### src/rtl/ql_pkg.sv
// ---------------------------------------------------------------------------
// ql_pkg
// Shared definitions for the Q-learning maze agent: the action index enum,
// the selector FSM states, the agent-wide Q-value width, the LFSR feedback
// mask and a helper that turns an action index into its one-hot form.
// No ports (package).
// ---------------------------------------------------------------------------
package ql_pkg;

    // Q-value width shared by the agent, the reward generator and the selector
    localparam int Q_W = 16;

    // Galois feedback mask for the 16-bit LFSR (taps 16,14,13,11)
    localparam logic [15:0] LFSR_MASK = 16'hB400;

    typedef enum logic [1:0] {
        UP    = 2'd0,
        DOWN  = 2'd1,
        LEFT  = 2'd2,
        RIGHT = 2'd3
    } action_t;

    typedef enum logic [1:0] {
        IDLE  = 2'd0,
        READ  = 2'd1,
        DRAIN = 2'd2,
        DONE  = 2'd3
    } sel_state_t;

    // bit0=up, bit1=down, bit2=left, bit3=right
    function automatic logic [3:0] action_onehot(input action_t act);
        return 4'b0001 << act;
    endfunction

endpackage

### src/rtl/action_selector_lfsr16.sv
// ---------------------------------------------------------------------------
// lfsr16
// 16-bit Galois LFSR that advances only when asked to, so its sequence is a
// pure function of how many steps have been taken since reset.
// Ports:
//   clk    in   system clock
//   rst    in   asynchronous active-high reset, loads SEED
//   step   in   advance the register by one position this cycle
//   value  out  current LFSR contents
// ---------------------------------------------------------------------------
module lfsr16 #(
    parameter logic [15:0] SEED = 16'hACE1
) (
    input  logic        clk,
    input  logic        rst,
    input  logic        step,
    output logic [15:0] value
);
    import ql_pkg::*;

    // Right-shifting Galois form: when the bit falling out of the bottom is 1
    // the mask is folded back in. SEED must be nonzero or the register would
    // lock up at all-zeros.
    always_ff @(posedge clk or posedge rst) begin
        if (rst) begin
            value <= SEED;
        end else if (step) begin
            value <= {1'b0, value[15:1]} ^ (value[0] ? LFSR_MASK : 16'h0000);
        end
    end

endmodule

### src/rtl/action_selector.sv
// ---------------------------------------------------------------------------
// action_selector
// Epsilon-greedy action chooser. Each accepted request scans the four
// Q-values of the current state, keeps the signed argmax (lowest index wins
// ties), then uses a latched LFSR draw to either explore (random action) or
// exploit (argmax). The result is presented one-hot on next_action.
// Ports:
//   clk           in   system clock
//   rst           in   asynchronous active-high reset
//   en            in   global enable; everything holds while low
//   start         in   decision request, honoured only when idle
//   epsilon       in   exploration threshold, latched on accept
//   q_rd          out  Q-table read strobe
//   q_act         out  action index being read
//   q_value       in   signed Q-table data, one enabled cycle after q_rd
//   next_action   out  one-hot chosen action, held until the next decision
//   action_valid  out  pulses when next_action updates
//   explore       out  last decision was a random one
//   busy          out  decision in progress
// ---------------------------------------------------------------------------
module action_selector #(
    parameter int          Q_W       = ql_pkg::Q_W,
    parameter int          EPS_W     = 8,
    parameter logic [15:0] LFSR_SEED = 16'hACE1
) (
    input  logic                  clk,
    input  logic                  rst,
    input  logic                  en,
    input  logic                  start,
    input  logic [EPS_W-1:0]      epsilon,
    output logic                  q_rd,
    output logic [1:0]            q_act,
    input  logic signed [Q_W-1:0] q_value,
    output logic [3:0]            next_action,
    output logic                  action_valid,
    output logic                  explore,
    output logic                  busy
);
    import ql_pkg::*;

    sel_state_t            state;
    sel_state_t            state_nxt;
    logic                  accept;

    logic [1:0]            rd_cnt;
    logic [EPS_W-1:0]      eps_lat;
    logic [9:0]            rnd;
    logic [15:0]           lfsr_value;
    logic                  unused_lfsr_hi;

    logic signed [Q_W-1:0] best_val;
    action_t               best_idx;

    logic                  cmp_en;
    logic [1:0]            cmp_idx;
    logic                  cmp_take;
    action_t               final_idx;
    logic [EPS_W-1:0]      rnd_cmp;
    logic                  go_explore;
    action_t               chosen_idx;

    // Only the low ten bits of each draw matter: [7:0] against epsilon and
    // [9:8] as the random action.
    assign unused_lfsr_hi = ^lfsr_value[15:10];
    assign rnd_cmp        = EPS_W'(rnd[7:0]);
    assign q_act          = rd_cnt;

    // The random source advances exactly once per accepted request, so the
    // draw used by decision N is always the Nth LFSR state after reset.
    lfsr16 #(
        .SEED (LFSR_SEED)
    ) u_lfsr (
        .clk   (clk),
        .rst   (rst),
        .step  (accept),
        .value (lfsr_value)
    );

    // State register. Holding on en=0 is handled in the next-state logic.
    always_ff @(posedge clk or posedge rst) begin
        if (rst) begin
            state <= IDLE;
        end else begin
            state <= state_nxt;
        end
    end

    // Next-state and strobe decode. READ walks the four actions, DRAIN
    // catches the data for the last read, DONE is the cycle in which the
    // freshly registered decision is visible. Nothing advances without en.
    always_comb begin
        state_nxt = state;
        q_rd      = 1'b0;
        busy      = 1'b1;
        accept    = 1'b0;
        case (state)
            IDLE: begin
                busy = 1'b0;
                if (start && en) begin
                    accept    = 1'b1;
                    state_nxt = READ;
                end
            end
            READ: begin
                q_rd = 1'b1;
                if (en && rd_cnt == 2'd3) begin
                    state_nxt = DRAIN;
                end
            end
            DRAIN: begin
                if (en) begin
                    state_nxt = DONE;
                end
            end
            DONE: begin
                if (en) begin
                    state_nxt = IDLE;
                end
            end
            default: begin
                state_nxt = IDLE;
            end
        endcase
    end

    // Compare and decide. Data arriving in READ belongs to the previous
    // read index; data in DRAIN is always action 3. Action 0 loads the
    // running best unconditionally, later ones need a strictly greater
    // signed value so ties stay on the lower index. final_idx folds in the
    // last comparison so the decision can be registered on the DRAIN edge.
    always_comb begin
        cmp_en     = en && ((state == READ && rd_cnt != 2'd0) || state == DRAIN);
        cmp_idx    = (state == DRAIN) ? 2'd3 : rd_cnt - 2'd1;
        cmp_take   = (cmp_idx == 2'd0) || (q_value > best_val);
        final_idx  = cmp_take ? action_t'(cmp_idx) : best_idx;
        go_explore = rnd_cmp < eps_lat;
        chosen_idx = go_explore ? action_t'(rnd[9:8]) : final_idx;
    end

    // Datapath registers. On accept the threshold and draw are captured and
    // the running best is cleared. The read index advances through READ and
    // wraps back to zero on entering DRAIN. The decision and its valid pulse
    // are registered on the DRAIN edge so they are seen during DONE; the
    // full scan always runs, so latency does not depend on exploring.
    always_ff @(posedge clk or posedge rst) begin
        if (rst) begin
            rd_cnt       <= 2'd0;
            eps_lat      <= '0;
            rnd          <= '0;
            best_val     <= '0;
            best_idx     <= UP;
            next_action  <= 4'b0001;
            action_valid <= 1'b0;
            explore      <= 1'b0;
        end else if (en) begin
            action_valid <= (state == DRAIN);
            if (accept) begin
                eps_lat  <= epsilon;
                rnd      <= lfsr_value[9:0];
                best_val <= '0;
                best_idx <= UP;
                rd_cnt   <= 2'd0;
            end
            if (state == READ) begin
                rd_cnt <= rd_cnt + 2'd1;
            end
            if (cmp_en && cmp_take) begin
                best_val <= q_value;
                best_idx <= action_t'(cmp_idx);
            end
            if (state == DRAIN) begin
                next_action <= action_onehot(chosen_idx);
                explore     <= go_explore;
            end
        end
    end

endmodule

### config.mk
export PLATFORM = sky130hd
export DESIGN_NAME = action_selector
export DESIGN_NICKNAME = d
export VERILOG_FILES = /design/src/rtl/ql_pkg.sv /design/src/rtl/action_selector_lfsr16.sv /design/src/rtl/action_selector.sv
export SDC_FILE = /design/constraint.sdc
export NUM_CORES = 1
export LEC_CHECK = 0
export ABC_CLOCK_PERIOD_IN_PS = 4300
export CORE_MARGIN = 4
export CORE_UTILIZATION = 30
export DETAILED_ROUTE_END_ITERATION = 12
export PLACE_DENSITY_LB_ADDON = 0.2
export SLEW_MARGIN = 0
export SYNTH_ARGS = -nofsm -noshare
export SYNTH_HDL_FRONTEND = slang
export SYNTH_HIERARCHICAL = 1
export SYNTH_SLANG_ARGS = --single-unit
### constraint.sdc
create_clock -name clk -period 4.3 [get_ports clk]
set_input_delay 0.86 -clock clk [delete_from_list [all_inputs] [get_ports clk]]
set_output_delay 0.86 -clock clk [all_outputs]
set_load 0.01 [all_outputs]
After elaboration in Yosys (flattened, before gate mapping)
Cells that the tools add are included.
- output and inout port bits: 10
- register bits: 62
- input bits: 28
- logic and storage cells: 59
- reduce and logical (&&, ||, !) cells: 17
- shifts and indexed selects: 1
- equality and inequality tests: 8
- multiplexer cells: 18
- $lt $le $gt $ge: 2
- add/subtract/negate cells: 2
- bitwise logic cells: 1
- operator list (operator ; count):
    16-bit two-way mux ; 3
    2-bit two-way mux ; 10
    16-bit greater-than comparator ; 1
    15-bit by 16-bit bitwise XOR with 16-bit output ; 1
    8-bit less-than comparator ; 1
    2-bit inequality test (second input constant) ; 4
    2-bit one-hot mux with 4 select lines ; 1
    2-bit AND reduction ; 4
    2-bit equality test (second input constant) ; 3
    2-bit nonzero test ; 3
    1-bit logical AND ; 5
    2-bit logical NOT ; 2
    1-bit two-way mux ; 4
    4-bit AND reduction ; 1
    1-bit by 2-bit << shifter with 4-bit output (first input constant) ; 1
    2-bit by 1-bit adder with 2-bit output (second input constant) ; 1
    2-bit by 1-bit equality test with 1-bit output (second input constant) ; 1
    1-bit logical OR ; 2
    2-bit by 1-bit subtractor with 2-bit output (second input constant) ; 1

Logic depth before layout (Yosys ltp)
- word-level depth: 7
- mapped depth: 11
- mapped depth without buffers: 9

By module
The synthesis kept the hierarchy.
- modules (own cells, without submodules) (module ; area each (um^2) ; times used ; cells an instance ; seq. area each (um^2)):
    action_selector ; 2680.1 ; 1 ; 264 ; 1152.4
    lfsr16 ; 659.4 ; 1 ; 41 ; 410.4

Worst setup path after synthesis
OpenSTA, ideal clock, no wires.
- kind: input-to-reg
- start point: input q_value[15]
- end point: register best_val[0]
- library setup time: 0.123 ns
- stages on the path: 10
- data required time: 4.177 ns
- setup slack: 1.507 ns
- path buffers: 2
- data arrival time: 2.671 ns
- cells stage by stage: ha_1 > nand4_2 > or3_1 > a21oi_2 > o311a_2 > nor2_2 > a21o_1 > buf_6 > buf_12 > mux2i_1
- longest elaborated chain between the ends: 5
- elaborated cells on any way between the ends: 6
- classes of those cells: order compare: 1; mux: 1; reduce/logical: 4
- RTL lines (element ; RTL line ; text):
    from (decl) ; action_selector.sv:33 ; input logic signed [Q_W-1:0] q_value,
    16-bit greater-than comparator * ; action_selector.sv:134 ; cmp_take = (cmp_idx == 2'd0) || (q_value > best_val);
    1-bit logical OR * ; action_selector.sv:134 ;
    1-bit logical AND * ; action_selector.sv:167 ; if (cmp_en && cmp_take) begin
    2-bit nonzero test (no source line) ; - ;
    2-bit AND reduction (no source line) ; - ;
    to (signal assigned) ; action_selector.sv:168 ; best_val <= q_value;
    to (decl) ; action_selector.sv:51 ; logic signed [Q_W-1:0] best_val;
Every way passes the cells marked *; elsewhere a longest branch is shown, timed or not.
A chain may end at the register's enable or synchronous reset.

Worst setup path in the final report
- start point: input q_value[15]
- end point: register best_val[14]
The elaborated chain is that of the path after synthesis.

==> impl_metrics.toml <==
[status]
status = "finished, final reports clean"

[detailed_routing]
drt-pass1-iter-count = 4
postRouteAntennaNets = 0
drt-total-wl_um = 6187
num_vias = 2220
post_drt_wl_per_cell_um = 12.60
drt_first_iter_violations = 76
detail_route.drc_violations = 0
via_per_inst = 4.521

[setup_path]
path_buf_inv = 2
crit_path_end_kind = "flip-flop"
path_delay_family = "simple AND/OR/NAND/NOR gates"
cpMaxStageDelayCell = "or4_1"
worst-path-max-fanout = 16
cp.arrival_ns = 3.39
crit_chain = "clkdlybuf4s50_1 -> ha_1 -> nand4_2 -> or4_1 -> o311a_2 -> nor2_2 -> a21o_1 -> buf_4 -> mux2i_1"
max_stage_delay_ns = 0.55
timing.rr.end = "best_val[14]"
r2r_start = "best_val[15]"
critPathLaunchType = "primary input"
critPathRequiredTime_ns = 4.55
crit_type = "in2reg"
reg2regPathDepth = 9
worst-r2r-setup-slack_ns = 1.77
cp_num_cells = 9

[clocking]
post-cts-setup-buffer-count = 0
holdBufCountCts = 0
cts_tree = "built"
clock-sinks = 62
htree_num_levels = 3
clock_path_buffers = 2
cts_root_buf = "clkbuf_8"
cts_buffers = 9
clk_pin_slew_ns = 0.07
clk_latency_ns = 0.34
cts_resized = 0

[logic_synthesis]
synth_xor_area_share_pct = 0.7868
synth_seq_cells = 62
synth_edf_count = 0
synthArstFlopShare_pct = 100.0
synthFlopType = "dfrtp_1"
synth_top_area_cell = "dfrtp_1"
synth_nets = 362
yosys_warnings = 6
synthAdderAreaFrac_pct = 10.87
synth_compound_area_share_pct = 8.393
avgSynthCellArea_sq_um = 10.95
muxShareOfSynthArea_pct = 16.04
synth_simple_gate_area_share_pct = 9.030
yosysTopAreaCellShare_pct = 39.72
syn_area_sq_um = 3339
synth_cells = 305
ys_top_cells_by_area = "dfrtp_1, ha_1, mux2_2, dfstp_2, inv_1"
synth_top_family_by_area = "multiplexers"
synth_cell_types = 45
yosysSeqAreaShare_pct = 46.80

[timing]
finalHoldViolCount = 0
rsz0062_at_grt = "no"
min_period_ns = 3.140
setup_viol = 0
worst_slack_ns = 1.160
tightest_slew_ns = 0.9956
skew_ns = 0.008994
max_freq_ghz = 0.3185
finalMaxSlewViolations = 0
relSlewSlack_pct = 33.53
setup_tns_ns = 0
finalCritPeriodShare_pct = 73.01

[floorplan]
die_area_sq_um = 12880
initial_core_util_pct = 30.67
num_rows = 38
die_x_um = 113.5
fp.coreArea_sq_um = 10890
die_y_um = 113.5
ios = 38

[layout]
antenna_cells = 0
area_growth_pct = 19.33
nNetsFinal = 403
drive_gt1_share_pct = 19.66
n_fill_cell = 1116

[global_route]
grt_pass1_vias = 2375
grt.overflow.total = 0
grt_max_degree = 47
grtUsageTotal_pct = 10.79
antenna_found_initial = 0
grt_pass1_wl_um = 11050

[place]
routabilityCongestion = 0.7437
pre_cts_ws_ns = 0.8260
hpwl_um = 4412
placement.io_buffers = 37

[run]
maxCapViolations = 0

[power]
power_density_nw_per_um2 = 594.6
p_total_mw = 2.370
p_leak_nw = 1.985
vdd_drop_max_mv = 0.1757

[min_path]
worstHoldStart = "u_lfsr/value[10]"
hold_depth = 2
hold_class = "reg2reg"
min_to = "u_lfsr/value[10]"
kinds of logic after synthesis:
logic type      Yosys count
buf+inv                  57
mux                      48
fa+ha+maj                29
compound gates           43
simple gates             63
xor+xnor                  3
flops                    62
worst register-to-register path: stages, from the launching register on:
cell	delay, ns
dfrtp_1	0.34
inv_1	0.04
ha_1	0.35
nand4_2	0.15
or4_1	0.55
o311a_2	0.19
nor2_2	0.15
a21o_1	0.13
buf_4	0.29
mux2i_1	0.25
where the power goes:
| group | switching [mW] | total [mW] | internal [mW] | leakage [nW] |
|---|---|---|---|---|
| logic | 0.487 | 0.969 | 0.483 | 1.13 |
| registers | 0.126 | 0.952 | 0.825 | 0.773 |
| clock network | 0.228 | 0.449 | 0.221 | 0.0841 |
routing by layer:
| layer | vias up | part of all wire, % | GRT usage (%) |
|---|---|---|---|
| met1 | 1067 | 46 | 13.47 |
| met3 | 12 | 4.1 | 3.077 |
| met4 | 0 | 1.6 | 4.327 |
| li1 | 1112 | - | - |
| met5 | - | 0 | 0 |
| met2 | 29 | 48 | 17.59 |
cell usage after synthesis (2+ instances only):
master,count
buf_12,2
a21oi_1,17
inv_1,48
nand4_1,3
nor2_1,7
o21ai_0,6
o21a_1,4
dfstp_2,9
xnor2_1,3
a211oi_1,2
ha_1,29
o311a_2,2
buf_6,2
mux2_2,28
clkbuf_1,3
mux2i_1,16
dfrtp_1,53
mux2_4,4
nor3_1,5
nand3_1,5
a21o_1,2
nor2b_1,2
nand2_1,31
worst max path at each step:
stage | end | slack (ns) | from
2_1_floorplan | best_val[0] | 1.51 | q_value[15]
3_3_place_gp | best_val[13] | 0.89 | q_value[15]
3_5_place_dp | best_val[7] | 0.83 | q_value[15]
4_1_cts | best_val[14] | 1.17 | q_value[15]
5_1_grt | best_val[14] | 1.08 | q_value[15]
6_report | best_val[14] | 1.16 | q_value[15]
stage by stage:
stage          hold WS (ns)  util [%]  cells  instance area [sq um]
5_1_grt              0.5049     36.60    491                   3985
4_1_cts              0.4967     36.60    491                   3985
2_1_floorplan        0.4649         -    305                   3339
3_3_place_gp         0.4825     34.99    475                   3810
3_5_place_dp         0.4832     34.99    475                   3810
6_report             0.4915     36.60    491                   3985
placed cells by master (no fill, tap or decap), types with 2 or more instances in the layout:
master           instances
a211oi_1                 2
a21o_1                   2
a21oi_1                 17
buf_4                    2
clkbuf_8                10
clkdlybuf4s50_1         37
clkinv_2                 3
clkinvlp_4               3
dfrtp_1                 53
dfstp_2                  9
ha_1                    29
inv_1                   47
mux2_2                  28
mux2_4                   4
mux2i_1                 16
nand2_1                 31
nand3_1                  5
nand4_1                  3
nor2_1                   7
nor2b_1                  2
nor3_1                   5
o21a_1                   4
o21ai_0                  6
o311a_2                  2
xnor2_1                  3
area by class of cell:
| cell class | count | area [sq um] | share of cell area [%] |
|---|---|---|---|
| inverter | 48 | 180.2 | 4.521 |
| clock inverter | 6 | 37.54 | 0.9419 |
| multi-input combinational | 186 | 1506 | 37.80 |
| sequential | 62 | 1563 | 39.22 |
| timing repair buffer | 39 | 385.4 | 9.670 |
| clock buffer | 10 | 137.6 | 3.454 |
| tap | 140 | 175.2 | 4.396 |
registers in the layout, indices dropped and copies added, names as in the netlist:
name and cells:
best_val 16, action_valid 1, eps_lat 8, next_action 4
best_idx 2, explore 1, rnd 10, state 2
q_act 2, u_lfsr/value 16
Power figures use the tool's default switching activity.
